==> config.mk <==
export PLATFORM = sky130hd
export DESIGN_NAME = fpu_div
export DESIGN_NICKNAME = d
export VERILOG_FILES = /design/src/rtl/fpu_div.sv
export SDC_FILE = /design/constraint.sdc
export NUM_CORES = 1
export LEC_CHECK = 0
export ABC_AREA = 0
export CAP_MARGIN = 20
export CORE_MARGIN = 8
export CORE_UTILIZATION = 42
export DETAILED_ROUTE_END_ITERATION = 7
export PLACE_DENSITY = 0.58
export SLEW_MARGIN = 30
export SYNTH_ARGS = -nofsm -noshare
export SYNTH_HDL_FRONTEND = slang
export SYNTH_SLANG_ARGS = --single-unit
==> constraint.sdc <==
create_clock -name i_clk -period 9.65 [get_ports i_clk]
set_input_delay 2.4125 -clock i_clk [delete_from_list [all_inputs] [get_ports i_clk]]
set_output_delay 2.4125 -clock i_clk [all_outputs]
set_load 0.02 [all_outputs]
==> src/rtl/fpu_div.sv <==
// ---------------------------------------------------------------------------
// fpu_div
// Sequential IEEE-754 single-precision divider (o_32_div = i_32_a / i_32_b).
// A radix-2 restoring division yields one quotient bit per cycle, then one
// cycle normalises and rounds to nearest even. A single operation is in
// flight at a time, and special operands run through the same pipeline so
// the latency never changes.
//
// Ports
//   i_clk     : clock, rising edge
//   i_rst_n   : asynchronous active-low reset
//   i_valid   : operands valid
//   o_ready   : operands taken on an edge where i_valid & o_ready
//   i_32_a    : dividend
//   i_32_b    : divisor
//   o_valid   : one-cycle pulse, result valid
//   o_32_div  : quotient, held until the next o_valid
//   o_dz      : divide-by-zero flag, held with o_32_div
// ---------------------------------------------------------------------------
module fpu_div #(
   parameter int SIZE_DATA = 32,
   parameter int NUM_ITER  = 26
) (
   input  logic                 i_clk,
   input  logic                 i_rst_n,
   input  logic                 i_valid,
   output logic                 o_ready,
   input  logic [SIZE_DATA-1:0] i_32_a,
   input  logic [SIZE_DATA-1:0] i_32_b,
   output logic                 o_valid,
   output logic [SIZE_DATA-1:0] o_32_div,
   output logic                 o_dz
);

   localparam int CNT_W = $clog2(NUM_ITER);

   typedef enum logic [1:0] {IDLE, DIV, RND, DONE} state_t;
   typedef enum logic [1:0] {SPC_NONE, SPC_NAN, SPC_INF, SPC_ZERO} spc_t;

   state_t state_q, state_d;

   logic accept, divStep, rndStep, publish;

   // operand fields and special-case classification
   logic [7:0]  expA, expB;
   logic [22:0] fracA, fracB;
   logic        aZero, bZero, aInf, bInf, aNan, bNan;
   logic        signIn, dzIn;
   spc_t        spcIn;
   logic signed [9:0] expDiff;

   // working registers
   logic               sign_q;
   logic signed [9:0]  exp_q;
   logic [23:0]        divisor_q;
   logic [25:0]        rem_q;
   logic [25:0]        quot_q;
   logic [CNT_W-1:0]   cnt_q;
   spc_t               spc_q;
   logic               dz_q;
   logic [SIZE_DATA-1:0] res_q;

   // output registers
   logic                 oValid_q;
   logic [SIZE_DATA-1:0] oDiv_q;
   logic                 oDz_q;

   // division step
   logic [25:0] remTrial, remNext, rem_d;
   logic        quotBit;

   // rounding
   logic [23:0]       mant;
   logic              guard, sticky, roundUp, mantCarry;
   logic [22:0]       fracRnd;
   logic signed [9:0] expNorm, expFin;
   logic [SIZE_DATA-1:0] res_d;

   // State register
   always_ff @(posedge i_clk or negedge i_rst_n) begin
      if (!i_rst_n) begin
         state_q <= IDLE;
      end else begin
         state_q <= state_d;
      end
   end

   // Next-state logic: DIV stays for NUM_ITER cycles, DONE may re-accept
   always_comb begin
      state_d = state_q;
      case (state_q)
         IDLE: if (accept) state_d = DIV;
         DIV:  if (cnt_q == CNT_W'(NUM_ITER - 1)) state_d = RND;
         RND:  state_d = DONE;
         DONE: state_d = accept ? DIV : IDLE;
         default: state_d = IDLE;
      endcase
   end

   // State decode: handshake and datapath strobes
   always_comb begin
      o_ready = 1'b0;
      divStep = 1'b0;
      rndStep = 1'b0;
      publish = 1'b0;
      case (state_q)
         IDLE: o_ready = 1'b1;
         DIV:  divStep = 1'b1;
         RND:  rndStep = 1'b1;
         DONE: begin
            o_ready = 1'b1;
            publish = 1'b1;
         end
         default: ;
      endcase
   end

   assign accept = i_valid & o_ready;

   assign expA  = i_32_a[30:23];
   assign expB  = i_32_b[30:23];
   assign fracA = i_32_a[22:0];
   assign fracB = i_32_b[22:0];
   assign signIn  = i_32_a[31] ^ i_32_b[31];
   assign expDiff = $signed({2'b00, expA}) - $signed({2'b00, expB}) + 10'sd127;

   // Special classes in priority order; exp==0 counts as zero (denormals flushed)
   always_comb begin
      aZero = (expA == 8'h00);
      bZero = (expB == 8'h00);
      aInf  = (expA == 8'hFF) && (fracA == 23'd0);
      bInf  = (expB == 8'hFF) && (fracB == 23'd0);
      aNan  = (expA == 8'hFF) && (fracA != 23'd0);
      bNan  = (expB == 8'hFF) && (fracB != 23'd0);
      spcIn = SPC_NONE;
      dzIn  = 1'b0;
      if (aNan | bNan | (aZero & bZero) | (aInf & bInf)) begin
         spcIn = SPC_NAN;
      end else if (aInf) begin
         spcIn = SPC_INF;
      end else if (bZero) begin
         spcIn = SPC_INF;
         dzIn  = 1'b1;
      end else if (aZero | bInf) begin
         spcIn = SPC_ZERO;
      end
   end

   // Restoring step: remainder is compared against the divisor, then doubled
   always_comb begin
      remTrial = rem_q - {2'b00, divisor_q};
      quotBit  = (rem_q >= {2'b00, divisor_q});
      remNext  = quotBit ? remTrial : rem_q;
      rem_d    = remNext << 1;
   end

   // Normalise, round to nearest even, range-check and apply specials.
   // The hidden bit of mant is always set, so a carry out of the 24-bit
   // mantissa happens exactly when all bits are ones and we round up.
   always_comb begin
      if (quot_q[25]) begin
         mant    = quot_q[25:2];
         guard   = quot_q[1];
         sticky  = (rem_q != 26'd0) | quot_q[0];
         expNorm = exp_q;
      end else begin
         mant    = quot_q[24:1];
         guard   = quot_q[0];
         sticky  = (rem_q != 26'd0);
         expNorm = exp_q - 10'sd1;
      end
      roundUp   = guard & (sticky | mant[0]);
      mantCarry = roundUp & (&mant);
      fracRnd   = mant[22:0] + {22'd0, roundUp};
      expFin    = mantCarry ? (expNorm + 10'sd1) : expNorm;

      if (expFin >= 10'sd255) begin
         res_d = {sign_q, 8'hFF, 23'd0};
      end else if (expFin <= 10'sd0) begin
         res_d = {sign_q, 31'd0};
      end else begin
         res_d = {sign_q, expFin[7:0], fracRnd};
      end

      case (spc_q)
         SPC_NAN:  res_d = 32'h7FC00000;
         SPC_INF:  res_d = {sign_q, 8'hFF, 23'd0};
         SPC_ZERO: res_d = {sign_q, 31'd0};
         default:  ;
      endcase
   end

   // Working registers: latch operands on accept, iterate in DIV, round in RND
   always_ff @(posedge i_clk or negedge i_rst_n) begin
      if (!i_rst_n) begin
         sign_q    <= 1'b0;
         exp_q     <= '0;
         divisor_q <= '0;
         rem_q     <= '0;
         quot_q    <= '0;
         cnt_q     <= '0;
         spc_q     <= SPC_NONE;
         dz_q      <= 1'b0;
         res_q     <= '0;
      end else begin
         if (accept) begin
            sign_q    <= signIn;
            exp_q     <= expDiff;
            divisor_q <= {1'b1, fracB};
            rem_q     <= {3'b001, fracA};
            quot_q    <= '0;
            cnt_q     <= '0;
            spc_q     <= spcIn;
            dz_q      <= dzIn;
         end else if (divStep) begin
            rem_q  <= rem_d;
            quot_q <= {quot_q[24:0], quotBit};
            cnt_q  <= cnt_q + CNT_W'(1);
         end
         if (rndStep) begin
            res_q <= res_d;
         end
      end
   end

   // Output registers: publish the rounded result while leaving DONE
   always_ff @(posedge i_clk or negedge i_rst_n) begin
      if (!i_rst_n) begin
         oValid_q <= 1'b0;
         oDiv_q   <= '0;
         oDz_q    <= 1'b0;
      end else begin
         oValid_q <= publish;
         if (publish) begin
            oDiv_q <= res_q;
            oDz_q  <= dz_q;
         end
      end
   end

   assign o_valid  = oValid_q;
   assign o_32_div = oDiv_q;
   assign o_dz     = oDz_q;

endmodule

# ---- After elaboration in Yosys (flattened, before gate mapping)
# Index checks and enable logic that the tools add are counted.
dict set report totals {
  word_cells 92
  regBits 163
  out_inout_bits 35
  in_bits 67
}
dict set report op_classes {
  add_sub_neg 7
  eq_ne 11
  muxes 30
  n_lt_le_gt_ge 3
  bitwise 12
  reduce_logical 16
}
# operator n
set op_table {}
lappend op_table {{2-to-1 mux 26 bit} 4}
lappend op_table {{case mux 32 bit (3 select lines)} 1}
lappend op_table {{2-to-1 mux 31 bit} 2}
lappend op_table {{logical NOT 23 bit} 2}
lappend op_table {{nonzero test 23 bit} 2}
lappend op_table {{greater-or-equal comparator 26 x 24 -> 1 bit} 1}
lappend op_table {{nonzero test 26 bit} 1}
lappend op_table {{2-to-1 mux 25 bit} 1}
lappend op_table {{subtractor 25 x 24 -> 25 bit} 1}
lappend op_table {{2-to-1 mux 24 bit} 1}
lappend op_table {{AND reduction 24 bit} 1}
lappend op_table {{adder 23 x 1 -> 23 bit} 1}
lappend op_table {{2-to-1 mux 10 bit} 2}
lappend op_table {{== test 8 bit, second input constant} 2}
lappend op_table {{logical NOT 8 bit} 2}
lappend op_table {{2-to-1 mux 2 bit} 6}
lappend op_table {{adder 10 x 2 -> 10 bit, second input constant} 1}
lappend op_table {{adder 9 x 8 -> 10 bit, second input constant} 1}
lappend op_table {{greater-or-equal comparator 10 x 9 -> 1 bit, second input constant} 1}
lappend op_table {{less-or-equal comparator 10 x 1 -> 1 bit, second input constant} 1}
lappend op_table {{2-to-1 mux 1 bit} 10}
lappend op_table {{2-to-1 mux 5 bit} 2}
lappend op_table {{subtractor 10 x 2 -> 10 bit, second input constant} 1}
lappend op_table {{subtractor 8 x 8 -> 9 bit} 1}
lappend op_table {{14 further kinds} 31}

# ---- Depth between registers and ports, before layout
# Gate-level depths: netlist of the first run.
dict set report logic_depth {
  depth_word 11
  ltp_mapped 15
  mapped_depth_nobuf 12
}

# ---- Worst setup path before layout of the first run
# No wires, ideal clock.
dict set report synth_path {
  path_type {input -> register}
  start {input port i_32_a[23]}
  end {register exp_q[7]}
  setup_ns 0.135
  n_path_buf 0
  arrival_ns 4.423
  cell_stages 11
  slack_ns 5.093
  required_time_ns 9.515
  path_cell_list {inv_1 ha_1 inv_1 fa_1 a21o_1 a21oi_1 xnor2_1 a311o_1 nor3b_1 xnor2_1 o21ai_0}
}
dict set report synth_via {
  elab_chain_cells 2
}
# element line_no
set synth_rtl {}
lappend synth_rtl {{from (decl)} 28} ;# input logic [SIZE_DATA-1:0] i_32_a,
lappend synth_rtl {{subtractor 8 x 8 -> 9 bit} 125} ;# assign expDiff = $signed({2'b00, expA}) - $signed({2'b00, expB}) + 10'sd127;
lappend synth_rtl {{adder 9 x 8 -> 10 bit} 125}
lappend synth_rtl {{to (signal assigned)} 208} ;# exp_q <= expDiff;
lappend synth_rtl {{to (decl)} 54} ;# logic signed [9:0] exp_q;
# Every way passes these cells.
# A chain may end at the register's enable or synchronous reset.

# ---- Worst setup path in the final report of the first run
dict set report layout_path {
  start {input port i_32_b[23]}
  end {register exp_q[7]}
}
dict set report layout_via {
  elab_chain_cells 2
}
# element line_no
set layout_rtl {}
lappend layout_rtl {{from (decl)} 29} ;# input logic [SIZE_DATA-1:0] i_32_b,
lappend layout_rtl {{subtractor 8 x 8 -> 9 bit} 125}
lappend layout_rtl {{adder 9 x 8 -> 10 bit} 125}
# Every way passes these cells.

==> out/qor.csv, run 1 <==
stage,metric,value,unit
setup_path,r2r_slack,5.65,ns
min_path,min_path_type,reg2reg,
pwr,p_sw,1.879,mW
setup_path,endpoint_kind,register,
setup_path,critPathMaxFanout,3,
clock_network,clock_latency,0.43,ns
synth,ys.flop_type,dfrtp_1,
setup_path,crit_path_end,exp_q[7],
clock_network,cts-resized-gates,0,
final_layout,fin_nets,1383,
sta,hold_viol,0,
final_layout,antenna_cells,0,
die,die_x,178.2,um
sta,fin_crit,4.831,ns
pwr,p_per_area,318.7,nW/um^2
setup_path,crit_path_start_kind,input pin,
pwr,leakagePower,5.436,nW
grt,grt_pass1_wl,46550,um
pwr,max-vdd-ir-drop,0.1574,mV
die,core-area,25980,um^2
outcome,outcome,"finished, final reports clean",
setup_path,cp.arrival,5.13,ns
route,antenna_left,0,
die,die_h,178.2,um
setup_path,r2r_start,quot_q[25],
sta,setup_ws,4.819,ns
synth,syn-instance-count,1204,
route,firstDrtPassIters,5,
die,io_pins,102,
die,dieArea,31760,um^2
clock_network,cts_tree,done,
placed_design,post-place-ws,4.371,ns
setup_path,required,9.95,ns
setup_path,r2r-end,res_q[2],
final_layout,fin_cells,1616,
run,cap_violations,0,
grt,antenna_found_initial,0,
placed_design,io_buffers,101,
setup_path,worstSetupPathType,in2reg,
sta,drv_slew,0,
route,vias,8983,
synth,synth-seq-cells,163,
synth,syn_area,11050,um^2
pwr,intPower,2.218,mW
clock_network,clock_sinks,163,
min_path,hold_start,divisor_q[23],
route,wirelength,27830,um
sta,relSlewSlack,38.73,%
synth,ys_warn_count,0,
final_layout,drive_above_1_share,9.992,%
sta,tightest_slew,0.9168,ns
route,post-route-drc-count,0,
grt,overflow,0,
grt,grt_max_degree,71,
sta,setup_viol,0,
setup_path,setup.worst_path.start,i_32_b[23],
route,wl_per_cell,17.22,um
pwr,switching_share,45.86,%
clock_network,clk_pin_slew,0.06,ns
placed_design,dpl.hpwl,20140,um
die,num_rows,59,
clock_network,cts_setup_buffers,0,
sta,clock_skew,0.01596,ns
grt,grt_pass1_vias,8963,
pwr,pwr-share-clk,16.0,%
pwr,seqPwrFrac,26.2,%
sta,max_clock_freq,207.0,MHz
clock_network,cts_buffers,17,
synth,syn-num-nets,1319,
sta,grt_setup_unrepaired,false,
die,start_util,42.53,%
route,via_per_inst,5.559,
route,drt-initial-drc-count,661,
synth,synth_edf_count,0,
synth,synth.distinct_cells,82,
clock_network,h-tree-depth,4,
clock_network,holdBufCountCts,0,
sta,finalSetupTns,0,ns
sta,fin_crit_sh,50.06,%
placed_design,dpl.cell_count,1584,
setup_path,reg2regPathDepth,12,
sta,fin_hold_ws,0.4520,ns
final_layout,area_delta_synth_final,16.30,%
pwr,power,4.096,mW
pwr,p_comb_share,57.8,%
placed_design,place_congestion,0.9215,
clock_network,cts_buffer_depth,2,
synth,syn_avg_cell_area,9.178,um^2
grt,grtUsageTotal,17.85,%
synth,ys_seq_area_share,36.91,%
clock_network,clk_root_buffer_cell,clkbuf_16,
synth,async_flop_share,100.0,%
-- state kept, by name, summed over array words and instances (netlist names) --
signal and count:
o_32_div 32, res_q 32, quot_q 26, rem_q 26, divisor_q 24, exp_q 10, cnt_q 5, spc_q 2
state_q 2, dz_q 1, o_dz 1, o_valid 1, sign_q 1
-- logic make-up after synthesis --
group	after synthesis	share of synthesized area, %
mux	99	9.443
flops	163	36.91
xor+xnor	73	5.854
buf+inv	135	4.959
fa+ha+maj	48	5.571
compound gates	291	18.05
simple gates	395	19.21
-- placed cells by master (no fill, tap or decap), drive strengths merged, types with 14 or more instances in the layout --
cell type / Yosys / final
a211oi: 14 / 14
a21o: 17 / 17
a21oi: 65 / 65
clkbuf: 43 / 18
clkdlybuf4s50: 0 / 100
dfrtp: 163 / 163
ha: 46 / 46
inv: 68 / 76
mux2: 42 / 42
mux2i: 57 / 57
nand2: 90 / 90
nand2b: 24 / 24
nand3: 30 / 30
nand4: 26 / 26
nor2: 89 / 89
nor2b: 18 / 18
nor3: 15 / 15
nor3b: 25 / 25
nor4: 22 / 22
o21ai: 92 / 92
o41ai: 18 / 18
xnor2: 47 / 47
xor2: 26 / 26
-- power groups by stage --
stage | logic [mW] | clock network [mW] | registers [mW]
3_5_place_dp | 2.36 | 0 | 1.09
6_report | 2.37 | 0.655 | 1.07
2_1_floorplan | 1.83 | 0 | 1.04
5_1_grt | 2.65 | 0.698 | 1.11
3_3_place_gp | 2.34 | 0 | 1.08
4_1_cts | 2.37 | 0.676 | 1.07
-- metrics by stage --
stage               area, um^2  util [%]
CTS                      12850     49.46
global route             12850     49.46
floorplan                11050         -
global placement         12300     47.32
detailed placement       12300     47.32
finish                   12850     49.46
-- cell usage after synthesis, drive strengths merged (22+ instances only) --
cell | n | area share, %
nand2b | 24 | 1.4
nand4 | 26 | 1.5
nor2 | 89 | 3.0
mux2 | 42 | 4.3
nand3 | 30 | 1.4
mux2i | 57 | 5.2
xor2 | 26 | 2.1
xnor2 | 47 | 3.7
ha | 46 | 5.2
inv | 68 | 2.3
dfrtp | 163 | 37
clkbuf | 43 | 1.5
o21ai | 92 | 4.2
nor3b | 25 | 1.7
buf | 24 | 1.2
nand2 | 90 | 3.1
a21oi | 65 | 2.9
nor4 | 22 | 1.3
-- metal layers --
| metal | wire length [um] | up-vias | track usage (%) |
|---|---|---|---|
| li1 | - | 4487 | - |
| met1 | 13750 | 4272 | 25.11 |
| met2 | 12640 | 193 | 28.41 |
| met3 | 1026 | 31 | 2.307 |
| met4 | 411 | 0 | 4.891 |
| met5 | 0 | - | 0 |
-- worst min-delay path by stage --
stage,end,slack (ns),cells after the start
2_1_floorplan,divisor_q[23],0.42,2
3_3_place_gp,divisor_q[23],0.43,2
3_5_place_dp,divisor_q[23],0.44,2
4_1_cts,divisor_q[23],0.46,2
5_1_grt,divisor_q[23],0.48,2
6_report,divisor_q[23],0.45,2
-- critical path, stage by stage --
cell             delay [ns]
clkdlybuf4s50_1        0.51
ha_1                   0.18
inv_1                  0.05
fa_1                   0.41
a21o_1                 0.19
a21oi_1                0.27
xnor2_1                0.17
a311o_1                0.38
nor3b_1                0.32
xnor2_1                0.15
o21ai_0                0.08
-- cell type report --
cell class | count | area, um^2
Fill cell | 2498 | 13130
Multi-Input combinational cell | 906 | 6447
Sequential cell | 163 | 4080
Timing Repair Buffer | 112 | 1095
Clock buffer | 18 | 439.2
Tap cell | 335 | 419.2
Inverter | 68 | 255.2
Clock inverter | 14 | 116.4
Power figures use the tool's default switching activity.
==> run 2, diff against run 1 <==
clock period = 4.9 ns   (was 9.65 ns; I/O delays follow)
==> out/qor.csv, run 2 (synthesis results as in run 1) <==
stage,metric,value,unit,change
route,firstDrtPassIters,5,,unchanged
clock_network,clock_latency,0.43,ns,about the same
clock_network,cts_buffers,17,,unchanged
setup_path,r2r_slack,0.97,ns,-4.68 ns
setup_path,crit_path_start_kind,register,,
clock_network,cts_setup_buffers,0,,unchanged
placed_design,io_buffers,101,,unchanged
clock_network,clk_pin_slew,0.07,ns,about the same
pwr,leakagePower,5.452,nW,+0.29%
min_path,hold_path_end,divisor_q[23],,
route,wirelength,27700,um,-0.49%
setup_path,required,5.19,ns,-4.76 ns
grt,grt_max_degree,130,,+83%
die,dieArea,31760,um^2,unchanged
min_path,hold_path_depth,2,,unchanged
final_layout,final_common_cell,dfrtp_1,,
route,wl_per_cell,17.12,um,-0.61%
sta,setup_ws,0.9656,ns,-3.853 ns
sta,drv_slew,0,,unchanged
sta,max_clock_freq,254.2,MHz,
sta,grt_setup_unrepaired,false,,
outcome,outcome,"finished, final reports clean",,
sta,fin_crit_sh,80.29,%,
clock_network,cts_tree,done,,
setup_path,endpoint_kind,register,,
clock_network,holdBufCountCts,0,,unchanged
setup_path,critPathMaxFanout,42,,+39
grt,grt_pass1_vias,9052,,+0.99%
route,post-route-drc-count,0,,unchanged
setup_path,r2r_start,quot_q[25],,
placed_design,dpl.cell_count,1586,,+0.13%
route,drt-initial-drc-count,723,,+9.4%
grt,grtUsageTotal,17.97,%,+0.12 points
setup_path,r2r-end,res_q[15],,
pwr,max-vdd-ir-drop,0.3316,mV,+110%
placed_design,post-place-ws,0.8152,ns,-3.555 ns
final_layout,drive_above_1_share,10.05,%,+0.062 points
final_layout,antenna_cells,0,,unchanged
sta,clock_skew,0.01482,ns,-0.001146 ns
sta,relSlewSlack,41.19,%,+2.5 points
clock_network,clk_root_buffer_cell,clkbuf_16,,
grt,antenna_found_initial,0,,unchanged
die,die_h,178.2,um,unchanged
setup_path,cp.arrival,4.22,ns,-0.91 ns
min_path,min_path_type,reg2reg,,
route,antenna_left,0,,unchanged
sta,finalSetupTns,0,ns,unchanged
die,start_util,42.53,%,unchanged
route,vias,9059,,+0.85%
min_path,hold_start,divisor_q[23],,
final_layout,fin_nets,1385,,+0.14%
placed_design,dpl.hpwl,19880,um,-1.3%
setup_path,worstSetupPathType,reg2reg,,
final_layout,area_delta_synth_final,16.83,%,
grt,overflow,0,,unchanged
die,die_x,178.2,um,unchanged
sta,fin_crit,3.934,ns,
sta,hold_viol,0,,unchanged
die,num_rows,59,,unchanged
setup_path,reg2regPathDepth,11,,-1
placed_design,place_congestion,0.9215,,unchanged
grt,grt_pass1_wl,46990,um,+0.95%
final_layout,fin_cells,1618,,+0.12%
clock_network,cts-resized-gates,0,,unchanged
route,via_per_inst,5.599,,+0.72%
die,core-area,25980,um^2,unchanged
run,cap_violations,0,,unchanged
clock_network,cts_buffer_depth,2,,unchanged
pwr,p_per_area,629.7,nW/um^2,+98%
sta,tightest_slew,0.8821,ns,-0.03466 ns
clock_network,h-tree-depth,4,,unchanged
clock_network,clock_sinks,163,,unchanged
final_layout,layout_common_cells,"162 x dfrtp_1, 100 x clkdlybuf4s50_1, 91 x o21ai_0",,
sta,setup_viol,0,,unchanged
die,io_pins,102,,unchanged
[run 2: how the worst max path moves through the flow]
stage / endpoint / cells past startpoint / startpoint
CTS: res_q[1] / 11 / quot_q[25]
global route: res_q[15] / 11 / quot_q[25]
floorplan: res_q[22] / 15 / quot_q[25]
detailed placement: exp_q[7] / 11 / i_32_b[23]
finish: res_q[15] / 11 / quot_q[25]
global placement: exp_q[7] / 11 / i_32_b[23]
[run 2: layout make-up]
type | instances | area, um^2
Inverter | 68 | 255.2
Multi-Input combinational cell | 906 | 6446
Tap cell | 335 | 419.2
Sequential cell | 163 | 4080
Clock inverter | 15 | 146.4
Fill cell | 2482 | 13080
Clock buffer | 17 | 425.4
Timing Repair Buffer | 114 | 1137
[run 2: per-layer routing]
| layer | global-route usage [%] | wire length (um) | share of wire, % | vias to the layer above |
|---|---|---|---|---|
| li1 | - | - | - | 4483 |
| met2 | 28.25 | 12500 | 45 | 189 |
| met4 | 4.581 | 461 | 1.7 | 0 |
| met1 | 25.14 | 13680 | 49 | 4354 |
| met5 | 0 | 0 | 0 | - |
| met3 | 3.218 | 1057 | 3.8 | 33 |
[run 2: worst max-delay path, cell delays in order, from the launching register on]
cell and delay [ns]:
dfrtp_2 0.90, inv_1 0.33, mux2i_1 0.31, ha_1 0.33, inv_1 0.13, a31oi_1 0.52
and2_1 0.22, o2111a_1 0.19, nor2_1 0.09, nor4_4 0.27, buf_4 0.35, o32ai_1 0.13
[run 2: where the power goes]
part | leakage, nW | switching [mW] | internal, mW | total [mW]
logic | 3.08 | 2.74 | 1.95 | 4.69
registers | 2.10 | 0.353 | 1.76 | 2.11
clock network | 0.270 | 0.617 | 0.713 | 1.33
[run 2: per-stage QoR]
step | cell area, um^2 | hold slack [ns] | util (%) | total power [mW]
floorplan | 11050 | 0.4181 | - | 5.647
global placement | 12340 | 0.4313 | 47.47 | 6.763
detailed placement | 12340 | 0.4379 | 47.47 | 6.800
CTS | 12910 | 0.4553 | 49.67 | 8.187
global route | 12910 | 0.4964 | 49.68 | 8.857
finish | 12910 | 0.4486 | 49.68 | 8.130
